==> src/rtl/mem_access_unit.sv <==
// Load/store initiator for the big-endian, byte-addressed data memory port.
// Sub-word stores are done as read-modify-write; faults complete without touching memory.
module mem_access_unit #(
    parameter int unsigned MEM_BYTES   = 128,
    parameter bit          CHECK_RANGE = 1'b1
) (
    input  logic        CLK,
    input  logic        RST,
    input  logic        req,
    input  logic        we,
    input  logic [1:0]  size,
    input  logic        sign_ext,
    input  logic [31:0] addr,
    input  logic [31:0] wdata,
    output logic        busy,
    output logic        done,
    output logic [31:0] rdata,
    output logic        err,
    output logic        RW,
    output logic [31:0] DAddr,
    output logic [31:0] DataIn,
    input  logic [31:0] mem_result
);

    typedef enum logic [2:0] {
        StIdle,
        StRd,
        StWr,
        StRmwRd,
        StRmwWr,
        StDone
    } state_e;

    state_e      state_q, state_d;
    logic [1:0]  size_q, size_d;
    logic        sign_q, sign_d;
    logic [1:0]  lane_q, lane_d;
    logic [31:0] wdata_q, wdata_d;
    logic        rw_q, rw_d;
    logic [31:0] daddr_q, daddr_d;
    logic [31:0] datain_q, datain_d;
    logic [31:0] rdata_q, rdata_d;
    logic        err_q, err_d;

    logic [32:0] last_byte;
    logic        range_fault;
    logic        fault;
    logic [7:0]  lane_byte;
    logic [15:0] lane_half;
    logic [31:0] load_word;
    logic [31:0] merge_word;

    // Range is checked against the last byte of the enclosing word; 33 bits avoid wrap at the top.
    assign last_byte   = {1'b0, addr[31:2], 2'b00} + 33'd3;
    assign range_fault = CHECK_RANGE && (last_byte >= 33'(MEM_BYTES));
    assign fault       = (size == 2'b11)
                       || ((size == 2'b01) && addr[0])
                       || ((size == 2'b10) && (addr[1:0] != 2'b00))
                       || range_fault;

    // Lane extraction for loads (big-endian: lane 0 is the MSB byte).
    always_comb begin
        lane_byte = 8'h00;
        unique case (lane_q)
            2'd0: lane_byte = mem_result[31:24];
            2'd1: lane_byte = mem_result[23:16];
            2'd2: lane_byte = mem_result[15:8];
            2'd3: lane_byte = mem_result[7:0];
            default: lane_byte = 8'h00;
        endcase
        lane_half = lane_q[1] ? mem_result[15:0] : mem_result[31:16];
        case (size_q)
            2'b00:   load_word = {{24{sign_q & lane_byte[7]}}, lane_byte};
            2'b01:   load_word = {{16{sign_q & lane_half[15]}}, lane_half};
            default: load_word = mem_result;
        endcase
    end

    // Read-modify-write merge: only the addressed lane takes store data.
    always_comb begin
        merge_word = mem_result;
        if (size_q == 2'b00) begin
            unique case (lane_q)
                2'd0: merge_word[31:24] = wdata_q[7:0];
                2'd1: merge_word[23:16] = wdata_q[7:0];
                2'd2: merge_word[15:8]  = wdata_q[7:0];
                2'd3: merge_word[7:0]   = wdata_q[7:0];
                default: merge_word = mem_result;
            endcase
        end else if (lane_q[1]) begin
            merge_word[15:0] = wdata_q[15:0];
        end else begin
            merge_word[31:16] = wdata_q[15:0];
        end
    end

    always_comb begin
        state_d  = state_q;
        size_d   = size_q;
        sign_d   = sign_q;
        lane_d   = lane_q;
        wdata_d  = wdata_q;
        rw_d     = 1'b0;
        daddr_d  = daddr_q;
        datain_d = datain_q;
        rdata_d  = rdata_q;
        err_d    = err_q;
        case (state_q)
            StIdle: begin
                if (req) begin
                    size_d  = size;
                    sign_d  = sign_ext;
                    lane_d  = addr[1:0];
                    wdata_d = wdata;
                    daddr_d = {addr[31:2], 2'b00};
                    if (fault) begin
                        err_d   = 1'b1;
                        state_d = StDone;
                    end else begin
                        err_d = 1'b0;
                        if (!we) begin
                            state_d = StRd;
                        end else if (size == 2'b10) begin
                            rw_d     = 1'b1;
                            datain_d = wdata;
                            state_d  = StWr;
                        end else begin
                            state_d = StRmwRd;
                        end
                    end
                end
            end
            StRd: begin
                rdata_d = load_word;
                state_d = StDone;
            end
            StWr: begin
                state_d = StDone;
            end
            StRmwRd: begin
                datain_d = merge_word;
                rw_d     = 1'b1;
                state_d  = StRmwWr;
            end
            StRmwWr: begin
                state_d = StDone;
            end
            StDone: begin
                state_d = StIdle;
            end
            default: begin
                state_d = StIdle;
            end
        endcase
    end

    always_ff @(posedge CLK or negedge RST) begin
        if (!RST) begin
            state_q  <= StIdle;
            size_q   <= 2'b00;
            sign_q   <= 1'b0;
            lane_q   <= 2'b00;
            wdata_q  <= 32'h0;
            rw_q     <= 1'b0;
            daddr_q  <= 32'h0;
            datain_q <= 32'h0;
            rdata_q  <= 32'h0;
            err_q    <= 1'b0;
        end else begin
            state_q  <= state_d;
            size_q   <= size_d;
            sign_q   <= sign_d;
            lane_q   <= lane_d;
            wdata_q  <= wdata_d;
            rw_q     <= rw_d;
            daddr_q  <= daddr_d;
            datain_q <= datain_d;
            rdata_q  <= rdata_d;
            err_q    <= err_d;
        end
    end

    assign busy   = (state_q != StIdle);
    assign done   = (state_q == StDone);
    assign rdata  = rdata_q;
    assign err    = err_q;
    assign RW     = rw_q;
    assign DAddr  = daddr_q;
    assign DataIn = datain_q;

endmodule

==> config.mk <==
export PLATFORM = sky130hd
export DESIGN_NAME = mem_access_unit
export DESIGN_NICKNAME = d
export VERILOG_FILES = /design/src/rtl/mem_access_unit.sv
export SDC_FILE = /design/constraint.sdc
export NUM_CORES = 1
export LEC_CHECK = 0
export ABC_AREA = 1
export CAP_MARGIN = 20
export CORE_AREA = 8 8 120 166
export CTS_CLUSTER_DIAMETER = 50
export DETAILED_ROUTE_END_ITERATION = 10
export DIE_AREA = 0 0 128 174
export DONT_BUFFER_PORTS = 1
export GPL_TIMING_DRIVEN = 0
export SYNTH_ARGS = -nofsm -noshare
export SYNTH_HDL_FRONTEND = slang
export SYNTH_SLANG_ARGS = --single-unit
==> constraint.sdc <==
create_clock -name CLK -period 1.9 [get_ports CLK]
set_input_delay 0.38 -clock CLK [delete_from_list [all_inputs] [get_ports CLK]]
set_output_delay 0.38 -clock CLK [all_outputs]
set_load 0.02 [all_outputs]
==> impl_metrics.env <==
export IMPL_synth_xor_xnor_area_share_pct=0
export IMPL_grt_usage_pct=21.96
export IMPL_cts_tree="done"
export IMPL_clk_transition_reported_paths_ns=0.06
export IMPL_cp_max_fo=10
export IMPL_post_drt_via_cell_ratio=5.214
export IMPL_r2r_start="state_q[1]"
export IMPL_dp_hpwl_mm=18.79
export IMPL_ys_seq_area_share_pct=44.22
export IMPL_critPathRequiredTime_ns=2.25
export IMPL_min_period_ns=1.810
export IMPL_drt_total_wl_mm=24.54
export IMPL_drtPass1Iterations=6
export IMPL_finalSetupViolCount=0
export IMPL_clock_sinks=120
export IMPL_syn2layout_area_growth_pct=14.57
export IMPL_hold_viol_final=120
export IMPL_worst_pin_slew_ns=0.5960
export IMPL_crit_arrival_ns=2.17
export IMPL_num_io_pins=203
export IMPL_netlist_area_mm2=0.006792
export IMPL_final_util_pct=44.31
export IMPL_cellLeakagePower_nw=4.004
export IMPL_route_antenna_remaining_nets=0
export IMPL_fin_nets=1105
export IMPL_status="complete, but fails checks"
export IMPL_final_cell_mix="nand2_1 (424), nand3_1 (150), dfrtp_1 (120), inv_1 (58), o21ai_0 (40)"
export IMPL_fin_hold_ws_ns=-0.3526
export IMPL_tns_ns=0
export IMPL_finalCritPeriodShare_pct=95.28
export IMPL_synthMuxAreaShare_pct=0.2948
export IMPL_synth_cells=980
export IMPL_end_kind="register"
export IMPL_antenna_cells=0
export IMPL_yosysWarnings=0
export IMPL_r2r_cells=9
export IMPL_final_common_cell="nand2_1"
export IMPL_critical_path_class="register to register"
export IMPL_die_h_um=174
export IMPL_rsz0062_at_grt="true"
export IMPL_cap_violations=0
export IMPL_routabilityCongestion=0.9324
export IMPL_drive_gt1_share_pct=9.763
export IMPL_drv_slew=0
export IMPL_rrSetupSlack_ns=0.09
export IMPL_peakVddDrop_mv=0.8917
export IMPL_start_util_pct=38.67
export IMPL_p_per_area_mw_per_mm2=1898
export IMPL_synth_edf_count=0
export IMPL_timing_fmax_mhz=552.4
export IMPL_drcViolationCount=0
export IMPL_setup_worst_path_start_class="register"
export IMPL_grt_max_degree=121
export IMPL_grt_overflow=0
export IMPL_insertion_delay_ns=0.42
export IMPL_violations="hold timing"
export IMPL_core_area_mm2=0.01756
export IMPL_hold_path_class="input port to async pin"
export IMPL_max_slew_margin_pct=60.26
export IMPL_synth_compound_area_share_pct=8.714
export IMPL_synth_simple_area_share_pct=39.06
export IMPL_cts_buffers=17
export IMPL_routedWlPerCell_um=19.57
export IMPL_synth_top_family_by_area="simple AND/OR/NAND/NOR gates"
export IMPL_vias=6538
export IMPL_cts_max_level=4
export IMPL_finClkSkew_ns=0.009256
export IMPL_fp_dieW_um=128
export IMPL_drt_iter0_drc=467
export IMPL_antenna_found_initial=0
export IMPL_grt_pass1_wl_mm=36.94
export IMPL_port_buffer_count=0
export IMPL_netlist_cell_type_count=34
export IMPL_synth_fa_ha_area_share_pct=0
export IMPL_synth_seq_cells=120
export IMPL_synth_async_reset_ratio_pct=100.0
export IMPL_syn_avg_cell_area_um2=6.930
export IMPL_num_rows=58
export IMPL_fillers=1858
export IMPL_cts_buffer_depth=2
export IMPL_root_buffer="clkbuf_16"
export IMPL_grt_pass1_vias=6275
export IMPL_synth_ff_type="dfrtp_1"
export IMPL_die_area_mm2=0.02227
export IMPL_r2r_end="DataIn[29]"
-- logic make-up after synthesis --
kind of cell	count (synthesis)
flops	120
buf+inv	123
mux	2
simple gates	633
other cells	1
compound gates	101
-- cells in the mapped netlist, types with 4 or more instances --
| cell type | number | area share (%) |
|---|---|---|
| inv_2 | 7 | 0.39 |
| clkbuf_1 | 26 | 1.4 |
| buf_2 | 23 | 1.7 |
| o21a_1 | 4 | 0.44 |
| o211ai_1 | 5 | 0.55 |
| a2bb2oi_1 | 6 | 0.77 |
| nor2_1 | 29 | 1.6 |
| or2_2 | 16 | 1.5 |
| inv_1 | 58 | 3.2 |
| dfrtp_1 | 120 | 44 |
| nand2_1 | 424 | 23 |
| nand3_1 | 150 | 11 |
| buf_4 | 4 | 0.44 |
| o21ai_0 | 41 | 3.0 |
| a21oi_1 | 29 | 2.1 |
-- metrics by stage --
step / power, mW / std cells / cell area [um^2] / setup WS [ns]
floorplan: 9.664 / 981 / 6795 / 0.3266
global placement: 11.13 / 1221 / 7096 / -0.03562
detailed placement: 11.22 / 1221 / 7096 / -0.05292
CTS: 14.77 / 1252 / 7732 / 0.006724
global route: 15.81 / 1254 / 7781 / -0.005081
finish: 14.77 / 1254 / 7781 / 0.08965
-- state kept, by name, summed over array words and instances, names as in the netlist --
name / cells
state_q: 3
rdata: 32
err: 1
size_q: 2
lane_q: 2
DAddr: 30
wdata_q: 16
sign_q: 1
DataIn: 32
RW: 1
-- repair_timing --
action	CTS	global route
buffers inserted	0	2
pin swaps	0	1
setup endpoints to repair	30	68
gates resized for setup	2	23
endpoints found under the hold margin	120	120
-- report_power, final --
group	internal [mW]	leakage [nW]	switching (mW)
Sequential	3.77	1.47	2.37
Combinational	1.86	2.24	3.31
Clock	2.21	0.294	1.25
Total	7.83	4.00	6.94
-- worst max path at each step --
stage / startpoint / to / slack (ns) / cells past startpoint
finish: state_q[1] / DataIn[29] / 0.09 / 9
CTS: state_q[1] / DataIn[18] / 0.007 / 9
detailed placement: state_q[1] / DataIn[18] / -0.05 / 9
global placement: state_q[1] / DataIn[19] / -0.04 / 9
floorplan: state_q[1] / DataIn[10] / 0.33 / 9
global route: state_q[1] / DataIn[29] / -0.005 / 9
-- layout make-up --
| class | count | area, um^2 | share of cell area, % |
|---|---|---|---|
| clock buffers | 18 | 429.2 | 5.515 |
| clock inverters | 13 | 195.2 | 2.508 |
| repair buffers | 2 | 15.01 | 0.1930 |
| plain buffers | 57 | 289.0 | 3.714 |
| flip-flops and latches | 120 | 3003 | 38.59 |
| inverters | 66 | 250.2 | 3.216 |
| multi-input cells | 738 | 3299 | 42.40 |
| well taps | 240 | 300.3 | 3.859 |
-- critical path, cell delays in order, from the launching register on --
cell	delay, ns
dfrtp_1	0.45
nor2_4	0.16
nand2_4	0.12
inv_2	0.10
nand2_1	0.10
a21oi_4	0.25
buf_4	0.16
buf_2	0.21
nand3_1	0.11
nand2_1	0.09
-- layer usage --
layer,track usage (%),vias to the layer above,wire [um]
li1,-,3174,-
met1,24.35,3007,9222
met2,36.41,301,11950
met3,8.188,56,2544
met4,10.14,0,816
met5,0,-,0
(Power assumes the default switching activity.)
